===== config.mk =====
export PLATFORM = sky130hd
export DESIGN_NAME = match_controller_flat
export DESIGN_NICKNAME = d
export VERILOG_FILES = /design/src/rtl/match_if.sv /design/src/rtl/match_controller.sv /design/src/flat_wrapper.sv
export SDC_FILE = /design/constraint.sdc
export NUM_CORES = 1
export LEC_CHECK = 0
export ABC_AREA = 1
export BUFFER_PORTS_ARGS = -buffer_cell sky130_fd_sc_hd__buf_2
export CORE_AREA = 2 2 106 108
export DETAILED_ROUTE_END_ITERATION = 12
export DIE_AREA = 0 0 108 110
export PLACE_DENSITY_LB_ADDON = 0.25
export SLEW_MARGIN = 5
export SYNTH_ARGS = -nofsm -noshare
export SYNTH_HDL_FRONTEND = slang
export SYNTH_SLANG_ARGS = --single-unit

===== constraint.sdc =====
create_clock -name clk -period 3.1 [get_ports clk]
set_input_delay 0.62 -clock clk [delete_from_list [all_inputs] [get_ports clk]]
set_output_delay 0.62 -clock clk [all_outputs]
set_load 0.005 [all_outputs]

===== src/rtl/match_if.sv =====
// Handshake bundle between a match driver (master) and the match_controller (slave).
// Snitch pulses exist only when SNITCH_CATCH_EN is defined.
interface match_if;
  logic       start;
  logic       pause_toggle;
  logic       goal_a;
  logic       goal_b;
`ifdef SNITCH_CATCH_EN
  logic       snitch_a;
  logic       snitch_b;
`endif
  logic       playing_reg;
  logic [7:0] score_a;
  logic [7:0] score_b;
  logic [7:0] seconds_left;
  logic       game_over;
  logic [1:0] winner;
  logic       score_pulse;

  modport master (
`ifdef SNITCH_CATCH_EN
    output snitch_a, output snitch_b,
`endif
    output start, output pause_toggle, output goal_a, output goal_b,
    input  playing_reg, input score_a, input score_b, input seconds_left,
    input  game_over, input winner, input score_pulse
  );

  modport slave (
`ifdef SNITCH_CATCH_EN
    input  snitch_a, input snitch_b,
`endif
    input  start, input pause_toggle, input goal_a, input goal_b,
    output playing_reg, output score_a, output score_b, output seconds_left,
    output game_over, output winner, output score_pulse
  );
endinterface


===== src/rtl/match_controller.sv =====
// Match timer / scoreboard FSM (IDLE, PLAYING, PAUSED, OVER) with registered outputs.
// Optional feature macro: SNITCH_CATCH_EN (snitch pulses add 150 points and end the match).
module match_controller #(
  parameter int CLK_HZ        = 25000000,
  parameter int MATCH_SECONDS = 60,
  parameter int GOAL_POINTS   = 10
) (
  input  logic    clk,
  input  logic    reset,
  match_if.slave  bus
);
  typedef enum logic [1:0] {IDLE = 2'd0, PLAYING = 2'd1, PAUSED = 2'd2, OVER = 2'd3} state_t;

  localparam int            TW         = $clog2(CLK_HZ);
  localparam logic [TW-1:0] TICK_MAX   = TW'(CLK_HZ - 1);
  localparam logic [7:0]    SECS_INIT  = 8'(MATCH_SECONDS);
  localparam logic [7:0]    GOAL_INC   = 8'(GOAL_POINTS);
  localparam logic [7:0]    SNITCH_INC = 8'd150;

  function automatic logic [7:0] sat_add(input logic [7:0] a, input logic [7:0] b);
    logic [8:0] sum;
    sum = {1'b0, a} + {1'b0, b};
    return sum[8] ? 8'hFF : sum[7:0];
  endfunction

  function automatic logic [1:0] winner_of(input logic [7:0] a, input logic [7:0] b);
    return (a > b) ? 2'b01 : ((b > a) ? 2'b10 : 2'b00);
  endfunction

  state_t        state_r, state_s;
  logic [TW-1:0] tick_r, tick_s;
  logic [7:0]    score_a_r, score_a_s, score_b_r, score_b_s, secs_r, secs_s;
  logic [1:0]    winner_r, winner_s;
  logic          playing_r, over_r, pulse_r, pulse_s, caught_s, last_tick_s;

  // Next-state, counter and score computation for the current state and input pulses.
  always_comb begin
    state_s     = state_r;
    tick_s      = tick_r;
    score_a_s   = score_a_r;
    score_b_s   = score_b_r;
    secs_s      = secs_r;
    winner_s    = winner_r;
    pulse_s     = 1'b0;
    caught_s    = 1'b0;
    last_tick_s = 1'b0;
    case (state_r)
      IDLE, OVER: begin
        if (bus.start) begin
          state_s   = PLAYING;
          tick_s    = '0;
          score_a_s = 8'd0;
          score_b_s = 8'd0;
          secs_s    = SECS_INIT;
          winner_s  = 2'b00;
        end else begin
          state_s   = state_r;
        end
      end
      PLAYING: begin
        score_a_s = bus.goal_a ? sat_add(score_a_r, GOAL_INC) : score_a_r;
        score_b_s = bus.goal_b ? sat_add(score_b_r, GOAL_INC) : score_b_r;
`ifdef SNITCH_CATCH_EN
        score_a_s = bus.snitch_a ? sat_add(score_a_s, SNITCH_INC) : score_a_s;
        score_b_s = bus.snitch_b ? sat_add(score_b_s, SNITCH_INC) : score_b_s;
        caught_s  = bus.snitch_a | bus.snitch_b;
`endif
        pulse_s = (score_a_s != score_a_r) || (score_b_s != score_b_r);
        if (tick_r == TICK_MAX) begin
          tick_s      = '0;
          secs_s      = secs_r - 8'd1;
          last_tick_s = (secs_r == 8'd1);
        end else begin
          tick_s      = tick_r + TW'(1'b1);
        end
        // Goals above are already folded in, so the end-of-match winner sees them.
        if (last_tick_s || caught_s) begin
          state_s  = OVER;
          winner_s = winner_of(score_a_s, score_b_s);
        end else if (bus.pause_toggle) begin
          state_s  = PAUSED;
        end else begin
          state_s  = PLAYING;
        end
      end
      PAUSED: begin
        if (bus.pause_toggle) begin
          state_s = PLAYING;
        end else begin
          state_s = PAUSED;
        end
      end
      default: begin
        state_s = IDLE;
      end
    endcase
  end

  // State and output registers with asynchronous reset.
  always_ff @(posedge clk or posedge reset) begin
    if (reset) begin
      state_r   <= IDLE;
      tick_r    <= '0;
      score_a_r <= 8'd0;
      score_b_r <= 8'd0;
      secs_r    <= SECS_INIT;
      winner_r  <= 2'b00;
      playing_r <= 1'b0;
      over_r    <= 1'b0;
      pulse_r   <= 1'b0;
    end else begin
      state_r   <= state_s;
      tick_r    <= tick_s;
      score_a_r <= score_a_s;
      score_b_r <= score_b_s;
      secs_r    <= secs_s;
      winner_r  <= winner_s;
      playing_r <= (state_s == PLAYING);
      over_r    <= (state_s == OVER);
      pulse_r   <= pulse_s;
    end
  end

  assign bus.playing_reg  = playing_r;
  assign bus.score_a      = score_a_r;
  assign bus.score_b      = score_b_r;
  assign bus.seconds_left = secs_r;
  assign bus.game_over    = over_r;
  assign bus.winner       = winner_r;
  assign bus.score_pulse  = pulse_r;
endmodule


===== src/flat_wrapper.sv =====
// flat-port wrapper written by rule: the top's interface ports become plain ports
module match_controller_flat 
#(
  parameter int CLK_HZ        = 25000000,
  parameter int MATCH_SECONDS = 60,
  parameter int GOAL_POINTS   = 10
)
  (clk, reset, bus_start, bus_pause_toggle, bus_goal_a, bus_goal_b, bus_playing_reg, bus_score_a, bus_score_b, bus_seconds_left, bus_game_over, bus_winner, bus_score_pulse);
  match_if bus_i ();
  input  logic clk;
  input  logic reset;
  input wire logic [$bits(bus_i.start)-1:0] bus_start;
  input wire logic [$bits(bus_i.pause_toggle)-1:0] bus_pause_toggle;
  input wire logic [$bits(bus_i.goal_a)-1:0] bus_goal_a;
  input wire logic [$bits(bus_i.goal_b)-1:0] bus_goal_b;
  output wire logic [$bits(bus_i.playing_reg)-1:0] bus_playing_reg;
  output wire logic [$bits(bus_i.score_a)-1:0] bus_score_a;
  output wire logic [$bits(bus_i.score_b)-1:0] bus_score_b;
  output wire logic [$bits(bus_i.seconds_left)-1:0] bus_seconds_left;
  output wire logic [$bits(bus_i.game_over)-1:0] bus_game_over;
  output wire logic [$bits(bus_i.winner)-1:0] bus_winner;
  output wire logic [$bits(bus_i.score_pulse)-1:0] bus_score_pulse;
  assign bus_i.start = bus_start;
  assign bus_i.pause_toggle = bus_pause_toggle;
  assign bus_i.goal_a = bus_goal_a;
  assign bus_i.goal_b = bus_goal_b;
  assign bus_playing_reg = bus_i.playing_reg;
  assign bus_score_a = bus_i.score_a;
  assign bus_score_b = bus_i.score_b;
  assign bus_seconds_left = bus_i.seconds_left;
  assign bus_game_over = bus_i.game_over;
  assign bus_winner = bus_i.winner;
  assign bus_score_pulse = bus_i.score_pulse;
  match_controller #(.CLK_HZ(CLK_HZ), .MATCH_SECONDS(MATCH_SECONDS), .GOAL_POINTS(GOAL_POINTS)) u_core (.clk(clk), .reset(reset), .bus(bus_i));
endmodule

==> out/qor.csv <==
metric,value,unit
HP Class,input port to async pin,
crit path launch type,flip-flop,
Die Height,110,um
clock-pin slew on the worst setup and hold paths,100,ps
io pins,35,
CTS tree,done,
Root Driver,clkbuf_8,
Pwr per Cell Area,716.7,nW/um2
"Avg Cell Area, Syn",7.147,um2
Cells after Synth,517,
cells along the critical path,"ha_1, inv_1, a21oi_1, nand3_1, xor2_1, nor2_1, ha_1, a21oi_1, o21a_1, nand2_1, o31ai_1",
setup violators final,0,
Synth Net Count,538,
via count,3410,
first-pass GRT wire length,15610,um
critical setup path kind,flip-flop to flip-flop,
vias in the first global route,3401,
layout cells sized above 1,12.79,%
Final Power,2941,uW
diodes inserted,0,
CP max stage cell,dfrtp_1,
P_leak,0.002003,uW
VDD IR max,0.0002693,V
synth warn,0,
synth top area cells,"dfrtp_1, nand2_1, inv_1",
final WL,9091,um
total CTS buffers,5,
"EDFF count, synth",0,
unrepaired setup endpoints after global routing,false,
TNS Setup,0,ps
max reg flops,25,
Gate power share,50.5,%
CTS resizes,0,
Largest Register,u_core.tick_r,
WP data required,3320,ps
cts hold-fix bufs,0,
fin crit share,75.80,%
Die Area,11880,um2
CP Max Fanout,7,
DRC Markers,0,
Clk pwr share,14.3,%
antenna-violating nets left,0,
Worst slew margin,59.19,%
most common cell in the netlist,nand2_1,
"Largest stage delay, worst path",460,ps
gp weighted congestion,0.8559,
gr usage total,16.32,%
Synth top area share,35.22,%
maximum root-to-sink buffer count,2,
Synth async-reset ratio,100.0,%
Skew-Pair Late Insertion Delay,310,ps
Initial DRC Count,233,
Yosys reg bits,56,
count of final max-slew check failures,0,
Final Skew,9.136,ps
Mapped Area,3695,um2
Num Clock Sinks,56,
DR vias/cell,4.906,
area delta synth->final,11.07,%
worst reg2reg path depth,11,
outcome,"complete, no violations",
Worst setup EP type,flip-flop,
Final Hold Fails,0,
Fmax,425.6,MHz
largest net degree at the start of global routing,31,
Filler cells,1135,
min Tclk post-route,2350,ps
setup bufs post-CTS,0,
Main synth FF type,dfrtp_1,
Storage cell area,1406,um2
GRT overflow,0,
DR WL/cell,13.08,um
Pint,1573,uW
Tightest Pin Transition,611.3,ps
critical path arrival,2570,ps
initial antenna violation count,0,
PortBufs,34,
CORE AREA,10700,um2
sequential share of power,35.2,%
placed wire-length estimate,7036,um
switching power,1369,uW
Net Sw Frac,46.53,%
die width,108,um
fin util,38.36,%
"area leader, netlist",dfrtp_1,
Initial Utilization,34.54,%
Synth cell types,32,
top cell types by occurrence after synthesis,"nand2_1, inv_1, nor2_1, dfrtp_1, nand3_1",
FP Rows,38,
1st-pass router iterations,5,
MaxCap Viol Count,0,
register area share after synthesis,38.06,%
Layout Nets,575,
H-Tree Depth,2,
multi-input logic area,1922,um2
[worst paths after layout]
path	slack [ps]	endpoint	startpoint
worst max register to register	750	u_core.bus.winner[1]	u_core.bus.score_b[1]
max in group asynchronous	2140	u_core.tick_r[24]	reset
worst min register to register	520	u_core.bus.seconds_left[2]	u_core.bus.seconds_left[2]
worst max-delay path	750	u_core.bus.winner[1]	u_core.bus.score_b[1]
worst min-delay path	370	u_core.bus.score_b[2]	reset
min in group clk	520	u_core.bus.seconds_left[2]	u_core.bus.seconds_left[2]
[layer usage]
| metal | vias to the layer above | GRT usage (%) | wire (um) |
|---|---|---|---|
| li1 | 1746 | - | - |
| met1 | 1602 | 20.41 | 4060 |
| met2 | 58 | 29.78 | 4652 |
| met3 | 4 | 2.116 | 318 |
| met4 | 0 | 4.121 | 61 |
| met5 | - | 0 | 0 |
[cell type report]
cell class	count	share of cell area (%)
clock buffers	8	2.195
inverters	78	7.256
multi-input cells	375	46.83
flip-flops and latches	56	34.27
well taps	140	4.268
repair buffers	38	5.183
[layout by cell type, fill, tap and decap left out, types with 6 or more instances in the layout]
cell type and count:
nand2_1 126, inv_1 73, nor2_1 57, dfrtp_1 52, nand3_1 47, o21ai_0 36, buf_2 34, a21oi_1 26
ha_1 15, nor3_1 12, xor2_1 11, nand4_1 9, o22ai_1 9, clkbuf_8 6
[power by group through the flow]
| stage | combinational (uW) | clock, uW | sequential, uW |
|---|---|---|---|
| global route | 1710 | 464 | 1060 |
| global placement | 1470 | 0 | 1050 |
| floorplan | 1130 | 0 | 1030 |
| CTS | 1500 | 439 | 1040 |
| detailed placement | 1500 | 0 | 1050 |
| finish | 1480 | 421 | 1040 |
[kinds of logic after synthesis]
| kind of cell | count (synthesis) | synth area share [%] |
|---|---|---|
| compound gates | 79 | 11.89 |
| xor+xnor | 11 | 2.607 |
| fa+ha+maj | 15 | 5.080 |
| buf+inv | 86 | 9.922 |
| flops | 56 | 38.06 |
| simple gates | 270 | 32.44 |
[worst max-delay path, delay by kind of cell, from the launching register on]
| family | cells | cell delay [ps] |
|---|---|---|
| compound gates | 4 | 760 |
| xor+xnor | 1 | 160 |
| fa+ha+maj | 2 | 450 |
| buf+inv | 1 | 70 |
| flops | 1 | 460 |
| simple gates | 3 | 350 |
[per-stage QoR]
step	instances	worst slack [ps]	hold slack [ps]	instance area, um2
finish	695	750.2	373.9	4104
global route	695	530.9	417.7	4104
CTS	695	758.5	390.6	4104
detailed placement	687	590.8	499.0	4014
global placement	687	682.1	500.0	4014
floorplan	517	1005	488.6	3695
No activity file was read; power rests on OpenSTA's default activity.
